File: config.mk
export PLATFORM = sky130hd
export DESIGN_NAME = sqrt_sched_f32
export DESIGN_NICKNAME = d
export VERILOG_FILES = /design/src/rtl/elmo_pe_pkg.sv /design/src/rtl/sqrt_sched_f32_rr_pick.sv /design/src/rtl/sqrt_sched_f32.sv
export SDC_FILE = /design/constraint.sdc
export NUM_CORES = 1
export LEC_CHECK = 0
export CAP_MARGIN = 20
export CORE_MARGIN = 2
export CORE_UTILIZATION = 43
export CTS_BUF_LIST = sky130_fd_sc_hd__clkbuf_2
export CTS_CLUSTER_DIAMETER = 30
export CTS_CLUSTER_SIZE = 16
export DETAILED_ROUTE_END_ITERATION = 7
export HOLD_SLACK_MARGIN = 0.1
export PLACE_DENSITY_LB_ADDON = 0.1
export RECOVER_POWER = 100
export SYNTH_ARGS = -nofsm -noshare
export SYNTH_HDL_FRONTEND = slang
export SYNTH_SLANG_ARGS = --single-unit
File: constraint.sdc
create_clock -name clk -period 11.8 [get_ports clk]
set_clock_uncertainty 0.2 [all_clocks]
set_input_delay 1.77 -clock clk [delete_from_list [all_inputs] [get_ports clk]]
set_output_delay 1.77 -clock clk [all_outputs]
set_load 0.005 [all_outputs]
File: src/rtl/elmo_pe_pkg.sv
// Shared definitions for the processing-element sqrt scheduler:
// FSM state encoding and the default watchdog limit.
package elmo_pe_pkg;

    typedef enum logic [1:0] {
        ST_IDLE = 2'd0,
        ST_LOAD = 2'd1,
        ST_RUN  = 2'd2,
        ST_DONE = 2'd3
    } state_t;

    localparam int TIMEOUT_DEFAULT = 32;

endpackage

File: src/rtl/sqrt_sched_f32_rr_pick.sv
// Combinational round-robin picker: first valid requester at or above ptr,
// wrapping to 0, reported as one-hot grant plus binary index.
module rr_pick #(
    parameter int N  = 4,
    parameter int PW = (N > 1) ? $clog2(N) : 1
) (
    input  logic [N-1:0]  valid,
    input  logic [PW-1:0] ptr,
    output logic [N-1:0]  grant,
    output logic [PW-1:0] idx,
    output logic          any
);

    always_comb begin
        int unsigned j;
        logic        found;
        grant = '0;
        idx   = '0;
        any   = |valid;
        found = 1'b0;
        j     = 0;
        for (int k = 0; k < N; k++) begin
            j = int'(ptr) + k;
            if (j >= N) begin
                j = j - N;
            end
            if (!found && valid[j]) begin
                found    = 1'b1;
                grant[j] = 1'b1;
                idx      = PW'(j);
            end
        end
    end

endmodule

File: src/rtl/sqrt_sched_f32.sv
// Shares one iterative squareroot_f32 unit among N requesters: round-robin
// accept, launch by releasing the unit's reset, watchdog, routed response.
module sqrt_sched_f32
    import elmo_pe_pkg::*;
#(
    parameter int N       = 4,
    parameter int TIMEOUT = TIMEOUT_DEFAULT
) (
    input  logic            clk,
    input  logic            rst,
    input  logic [N-1:0]    req_valid,
    input  logic [32*N-1:0] req_data,
    output logic [N-1:0]    req_ready,
    output logic [N-1:0]    resp_valid,
    input  logic [N-1:0]    resp_ready,
    output logic [31:0]     resp_data,
    output logic            resp_timeout,
    output logic            busy,
    output logic            sqrt_rst,
    output logic [31:0]     sqrt_a,
    input  logic            sqrt_rdy,
    input  logic [31:0]     sqrt_result,
    output state_t          dbg_state
);

    localparam int PW = (N > 1) ? $clog2(N) : 1;
    localparam int CW = $clog2(TIMEOUT);

    // Handshakes: a transfer happens on a rising edge where valid and ready
    // are both high; ready never depends on anything but state and valid.

    state_t          state_q, state_d;
    logic [PW-1:0]   ptr_q, ptr_d;
    logic [PW-1:0]   owner_q, owner_d;
    logic [CW-1:0]   cnt_q, cnt_d;
    logic [31:0]     sqrt_a_q, sqrt_a_d;
    logic [31:0]     resp_data_q, resp_data_d;
    logic            resp_timeout_q, resp_timeout_d;

    logic [N-1:0]    pick_grant;
    logic [PW-1:0]   pick_idx;
    logic            pick_any;
    logic [31:0]     pick_data;

    rr_pick #(.N(N), .PW(PW)) u_pick (
        .valid (req_valid),
        .ptr   (ptr_q),
        .grant (pick_grant),
        .idx   (pick_idx),
        .any   (pick_any)
    );

    always_comb begin
        pick_data = '0;
        for (int i = 0; i < N; i++) begin
            if (pick_idx == PW'(i)) begin
                pick_data = req_data[32*i +: 32];
            end
        end
    end

    always_comb begin
        state_d        = state_q;
        ptr_d          = ptr_q;
        owner_d        = owner_q;
        cnt_d          = cnt_q;
        sqrt_a_d       = sqrt_a_q;
        resp_data_d    = resp_data_q;
        resp_timeout_d = resp_timeout_q;
        req_ready      = '0;
        resp_valid     = '0;
        sqrt_rst       = 1'b1;
        case (state_q)
            ST_IDLE: begin
                req_ready = rst ? '0 : pick_grant;
                if (pick_any) begin
                    sqrt_a_d = pick_data;
                    owner_d  = pick_idx;
                    ptr_d    = (pick_idx == PW'(N - 1)) ? '0 : pick_idx + PW'(1);
                    state_d  = ST_LOAD;
                end
            end
            ST_LOAD: begin
                cnt_d   = '0;
                state_d = ST_RUN;
            end
            ST_RUN: begin
                sqrt_rst = 1'b0;
                cnt_d    = cnt_q + CW'(1);
                // A real rdy in the last allowed cycle beats the watchdog.
                if (sqrt_rdy) begin
                    resp_data_d    = sqrt_result;
                    resp_timeout_d = 1'b0;
                    state_d        = ST_DONE;
                end else if (cnt_q == CW'(TIMEOUT - 1)) begin
                    resp_data_d    = sqrt_result;
                    resp_timeout_d = 1'b1;
                    state_d        = ST_DONE;
                end
            end
            ST_DONE: begin
                resp_valid[owner_q] = 1'b1;
                if (resp_ready[owner_q]) begin
                    state_d = ST_IDLE;
                end
            end
            default: state_d = ST_IDLE;
        endcase
    end

    always_ff @(posedge clk) begin
        if (rst) begin
            state_q        <= ST_IDLE;
            ptr_q          <= '0;
            owner_q        <= '0;
            cnt_q          <= '0;
            sqrt_a_q       <= '0;
            resp_data_q    <= '0;
            resp_timeout_q <= 1'b0;
        end else begin
            state_q        <= state_d;
            ptr_q          <= ptr_d;
            owner_q        <= owner_d;
            cnt_q          <= cnt_d;
            sqrt_a_q       <= sqrt_a_d;
            resp_data_q    <= resp_data_d;
            resp_timeout_q <= resp_timeout_d;
        end
    end

    assign resp_data    = resp_data_q;
    assign resp_timeout = resp_timeout_q;
    assign sqrt_a       = sqrt_a_q;
    assign busy         = (state_q != ST_IDLE);
    assign dbg_state    = state_q;

endmodule

# Word-level counts from Yosys, hierarchy flattened
# Cells that the tools add are included.
# word_totals
out_inout_bits,77
inputBits,171
wordCells,117
latch_bits,0
memories,0
mem_bits_ro,0
mem_bits_rw,0
regBits,76
# op_classes
eq_ne,10
bitwise_logic,3
order_cmp,14
add_sub_neg,9
n_reduce_logical,20
shifts,0
n_mux,54
div,0
n_mul,0
# op_table
op,count
32-bit 2-to-1 mux,10
32-bit by 1-bit >= comparator with 1-bit output (second input constant),4
32-bit by 3-bit less-than comparator with 1-bit output (second input constant),4
32-bit by 3-bit >= comparator with 1-bit output (second input constant),3
32-bit by 3-bit subtractor with 32-bit output (second input constant),3
4-bit 2-to-1 mux,7
2-bit 2-to-1 mux,9
1-bit 2-to-1 mux,16
4-bit bitwise OR,3
1-bit binary-select mux with 2-bit select,5
1-bit demux with 2-bit select,5
5-bit case mux with 2 select lines,1
2-bit equality test (second input constant),4
1-bit logical AND,8
2-bit case mux with 4 select lines,1
2-bit by 2-bit adder with 3-bit output (second input constant),2
2-bit nonzero test,3
5-bit by 1-bit adder with 5-bit output (second input constant),1
5-bit equality test (second input constant),1
2-bit by 1-bit equality test with 1-bit output (second input constant),2
2-bit zero test,2
2-bit inequality test (second input constant),2
2-bit AND reduction,2
4-bit OR reduction,1
9 further kinds,11

# Longest topological paths before layout
# depth
depth_word,19
depth_mapped,14
ltp_nobuf,11

# Cells and area by module
# Synthesis repeated with hierarchy kept, for this count alone.
# hier_totals
hier_cells,537
hier_area_um2,4206.5
# modules_own_cells
mod,area_per_inst_um2,n_inst,cells_per_inst,seq_area_each_um2
sqrt_sched_f32,3742.3,1,487,1521.5
rr_pick,464.2,1,50,0.0

# Least setup slack after synthesis
# No wires, ideal clock.
# synth_timing
kind,input to output
from,in req_valid[0]
to,out req_ready[0]
path_buffers,1
path_stages,5
path_slack_ns,6.514
arrival_time_ns,3.316
path_cell_list,buf_2 -> mux4_2 -> or4b_4 -> nor3_4 -> o2bb2ai_1
# synth_between
elab_chain_len,14
elab_cells_between_ends,26
# synth_lines
element,line_no,source
"start, declared",sqrt_sched_f32.sv:11,"input logic [N-1:0] req_valid,"
1-bit binary-select mux with 2-bit select,sqrt_sched_f32_rr_pick.sv:27,if (!found && valid[j]) begin
1-bit 2-to-1 mux (implied by the code),sqrt_sched_f32_rr_pick.sv:27,
1-bit 2-to-1 mux,sqrt_sched_f32_rr_pick.sv:27,
1-bit zero test,sqrt_sched_f32_rr_pick.sv:27,
1-bit logical AND,sqrt_sched_f32_rr_pick.sv:27,
1-bit 2-to-1 mux,sqrt_sched_f32_rr_pick.sv:27,
1-bit zero test,sqrt_sched_f32_rr_pick.sv:27,
1-bit logical AND,sqrt_sched_f32_rr_pick.sv:27,
1-bit 2-to-1 mux,sqrt_sched_f32_rr_pick.sv:27,
1-bit zero test,sqrt_sched_f32_rr_pick.sv:27,
1-bit logical AND,sqrt_sched_f32_rr_pick.sv:27,
4-bit 2-to-1 mux *,sqrt_sched_f32_rr_pick.sv:27,
4-bit 2-to-1 mux *,sqrt_sched_f32.sv:75,req_ready = rst ? '0 : pick_grant;
4-bit 2-to-1 mux *,sqrt_sched_f32.sv:73,case (state_q)
"end, declared",sqrt_sched_f32.sv:13,"output logic [N-1:0] req_ready,"
# Mark *: on every way between the ends. The rest lies on a longest branch, timed or not. The select of a mux whose other input is x is not followed.

# Worst setup path in the final report
# layout_timing
from,in req_valid[2]
to,out req_ready[2]
# The elaborated chain is that of the path after synthesis.

==> results.json <==
{
  "htreeDepth": 3,
  "r2r_slack_ps": 6010,
  "cts_num_sinks": 76,
  "gp_congestion": 0.9484,
  "clock.fmax_mhz": 148.1,
  "start_util": 0.4437,
  "grt_overflow": 0,
  "die_x_um": 104.7,
  "clk_pin_slew_ps": 200,
  "synth_commonest_cells": "a21oi_1, dfxtp_1, nand2_1, clkbuf_1, o21ai_0",
  "dp_cells": 889,
  "synth_seq_area_share": 0.3492,
  "cts_setup_buffers": 0,
  "rr_endpoint": "sqrt_a[9]",
  "violations": "max-capacitance violations, max-slew violations",
  "synth_most_common_cell": "a21oi_1",
  "grt_pass1_wl_mm": 25.21,
  "drive_gt1_frac": 0.04528,
  "r2r_cells": 11,
  "synth_edf_count": 0,
  "portBuffers": 247,
  "post-dp-hpwl_mm": 11.83,
  "hold_path.class": "reg -> reg",
  "slew_violations": 96,
  "yosysTopAreaCellShare": 0.3492,
  "r2r-start": "ptr_q[0]",
  "wirelength_mm": 16.04,
  "hold_viol_final": 0,
  "setup_viol": 0,
  "wl_met1_mm": 6.086,
  "antenna_found_initial": 2,
  "core_mm2": 0.009819,
  "cts_resized": 0,
  "min_period_over_period": 0.5722,
  "routedWlPerCell_um": 17.70,
  "die-area_mm2": 0.01095,
  "relSlewSlack": -0.2142,
  "cp-end-kind": "output port",
  "drc": 0,
  "drt-initial-drc-count": 379,
  "grt_max_degree": 65,
  "syn_area_mm2": 0.004357,
  "power_density_mw_per_mm2": 215.4,
  "status": "complete, but fails checks",
  "clk_latency_ps": 510,
  "yosysUniqueCellTypes": 45,
  "critical_path.max_fanout": 11,
  "fin_crit_ps": 6752,
  "maxCapViolCount": 2,
  "worstMarginPinSlew_ps": 1821,
  "io_pins": 248,
  "rows": 36,
  "top_layer": "met5",
  "cts_root_buf": "clkbuf_2",
  "required_ps": 9830,
  "yosysTopAreaCell": "dfxtp_1",
  "layout.nets": 952,
  "cts_buffers": 9,
  "via_count": 4989,
  "vias_per_cell": 5.507,
  "grtUsageTotal": 0.2854,
  "cp-startpoint": "req_valid[2]",
  "cts_tree": "yes",
  "rsz0062_at_grt": "no",
  "leakagePower_nw": 2.767,
  "yosys_warnings": 0,
  "ys_top_cells_by_area": "dfxtp_1, a21oi_1, a221oi_1, nand2_1, nor2b_1",
  "die_h_um": 104.7,
  "holdWs_ps": 265.4,
  "cts_max_path_buffers": 2,
  "criticalPathCategory": "in -> out",
  "cts_hold_buf": 0,
  "avgSynthCellArea_um2": 7.864,
  "ys_ff_latch": 76,
  "area.growth.synth_to_final_pct": 60.71,
  "grt_pass1_vias": 4779,
  "critPathLaunchType": "primary input",
  "synth-main-ff-cell": "dfxtp_1",
  "setup_tns_ps": 0,
  "wl_met3_mm": 1.676,
  "n_antenna_cell": 0,
  "synthArstFlopShare": 0,
  "syn_nets": 738,
  "ant_nets": 0,
  "wl_met2_mm": 7.651,
  "cp.arrival_ps": 4780,
  "layout.cells.non_filler": 906,
  "setup_slack_ps": 5048,
  "postSynthCellCount": 554,
  "crit_end": "req_ready[2]",
  "first_pass_iters": 4,
  "post-place-ws_ps": 5380,
  "totalPowerFinal_w": 0.001509,
  "peakVddDrop_uv": 170.9
}
cells in the final DEF, fill, tap and decap left out, types with 14 or more instances in the layout:
cell type / count
nor2b_1: 38
a211o_1: 14
o31a_1: 18
dlygate4sd3_1: 78
nor2_1: 28
nand2_1: 72
a221oi_1: 37
o21ai_0: 42
clkdlybuf4s50_1: 169
inv_1: 24
a21oi_1: 86
dfxtp_1: 76
per-stage QoR:
step,instance area [µm²],utilization
floorplan,4357,-
global placement,6854,0.6980
detailed placement,6869,0.6995
CTS,7010,0.7139
global route,7002,0.7130
finish,7002,0.7130
cells by family (layout without fill, tap and decap cells):
| group | count (synthesis) | count (layout) | synth area share |
|---|---|---|---|
| simple gates | 163 | 163 | 0.1815 |
| fa+ha+maj | 13 | 13 | 0.03734 |
| buf+inv | 75 | 294 | 0.06749 |
| compound gates | 215 | 215 | 0.3211 |
| flops | 76 | 76 | 0.3492 |
| mux | 12 | 12 | 0.04337 |
how the worst min path moves through the flow:
stage	start	end	slack, ps	depth (start not counted)
detailed placement	resp_data[23]	resp_data[23]	250	2
global placement	resp_data[15]	resp_data[15]	240	2
finish	resp_data[19]	resp_data[19]	270	2
global route	resp_data[10]	resp_data[10]	290	2
floorplan	cnt_q[4]	cnt_q[4]	250	2
CTS	resp_data[23]	resp_data[23]	270	2
critical path, cell delays in order:
cell and delay [ps]:
dlygate4sd3_1 690, mux4_2 610, or4b_1 560, nor3_1 390, o2bb2ai_1 160, dlygate4sd3_1 590
layout make-up:
type	count	area (µm²)
clock buffers	11	55.05
clock inverters	5	86.33
fillers	797	2818
inverters	24	90.09
multi-input cells	403	2541
flip-flops and latches	76	1521
well taps	133	166.4
repair buffers	254	2541
layer usage:
metal  global-route usage  vias to the layer above
met3               0.1117                       39
met4               0.1200                        2
met1               0.3232                     2309
li1                     -                     2425
met5                    0                        -
met2               0.4785                      214
registers in the layout, summed over array words and instances, names as in the netlist:
name	flops
owner_q	2
resp_timeout	1
sqrt_a	32
ptr_q	2
dbg_state	2
resp_data	32
cnt_q	5
power by group:
group	total [W]	internal [W]	switching, W
Clock	0.000168	0.0000731	0.0000945
Sequential	0.000363	0.000319	0.0000437
Combinational	0.000978	0.000470	0.000509
Total	0.00151	0.000862	0.000647
(Power assumes the default switching activity.)
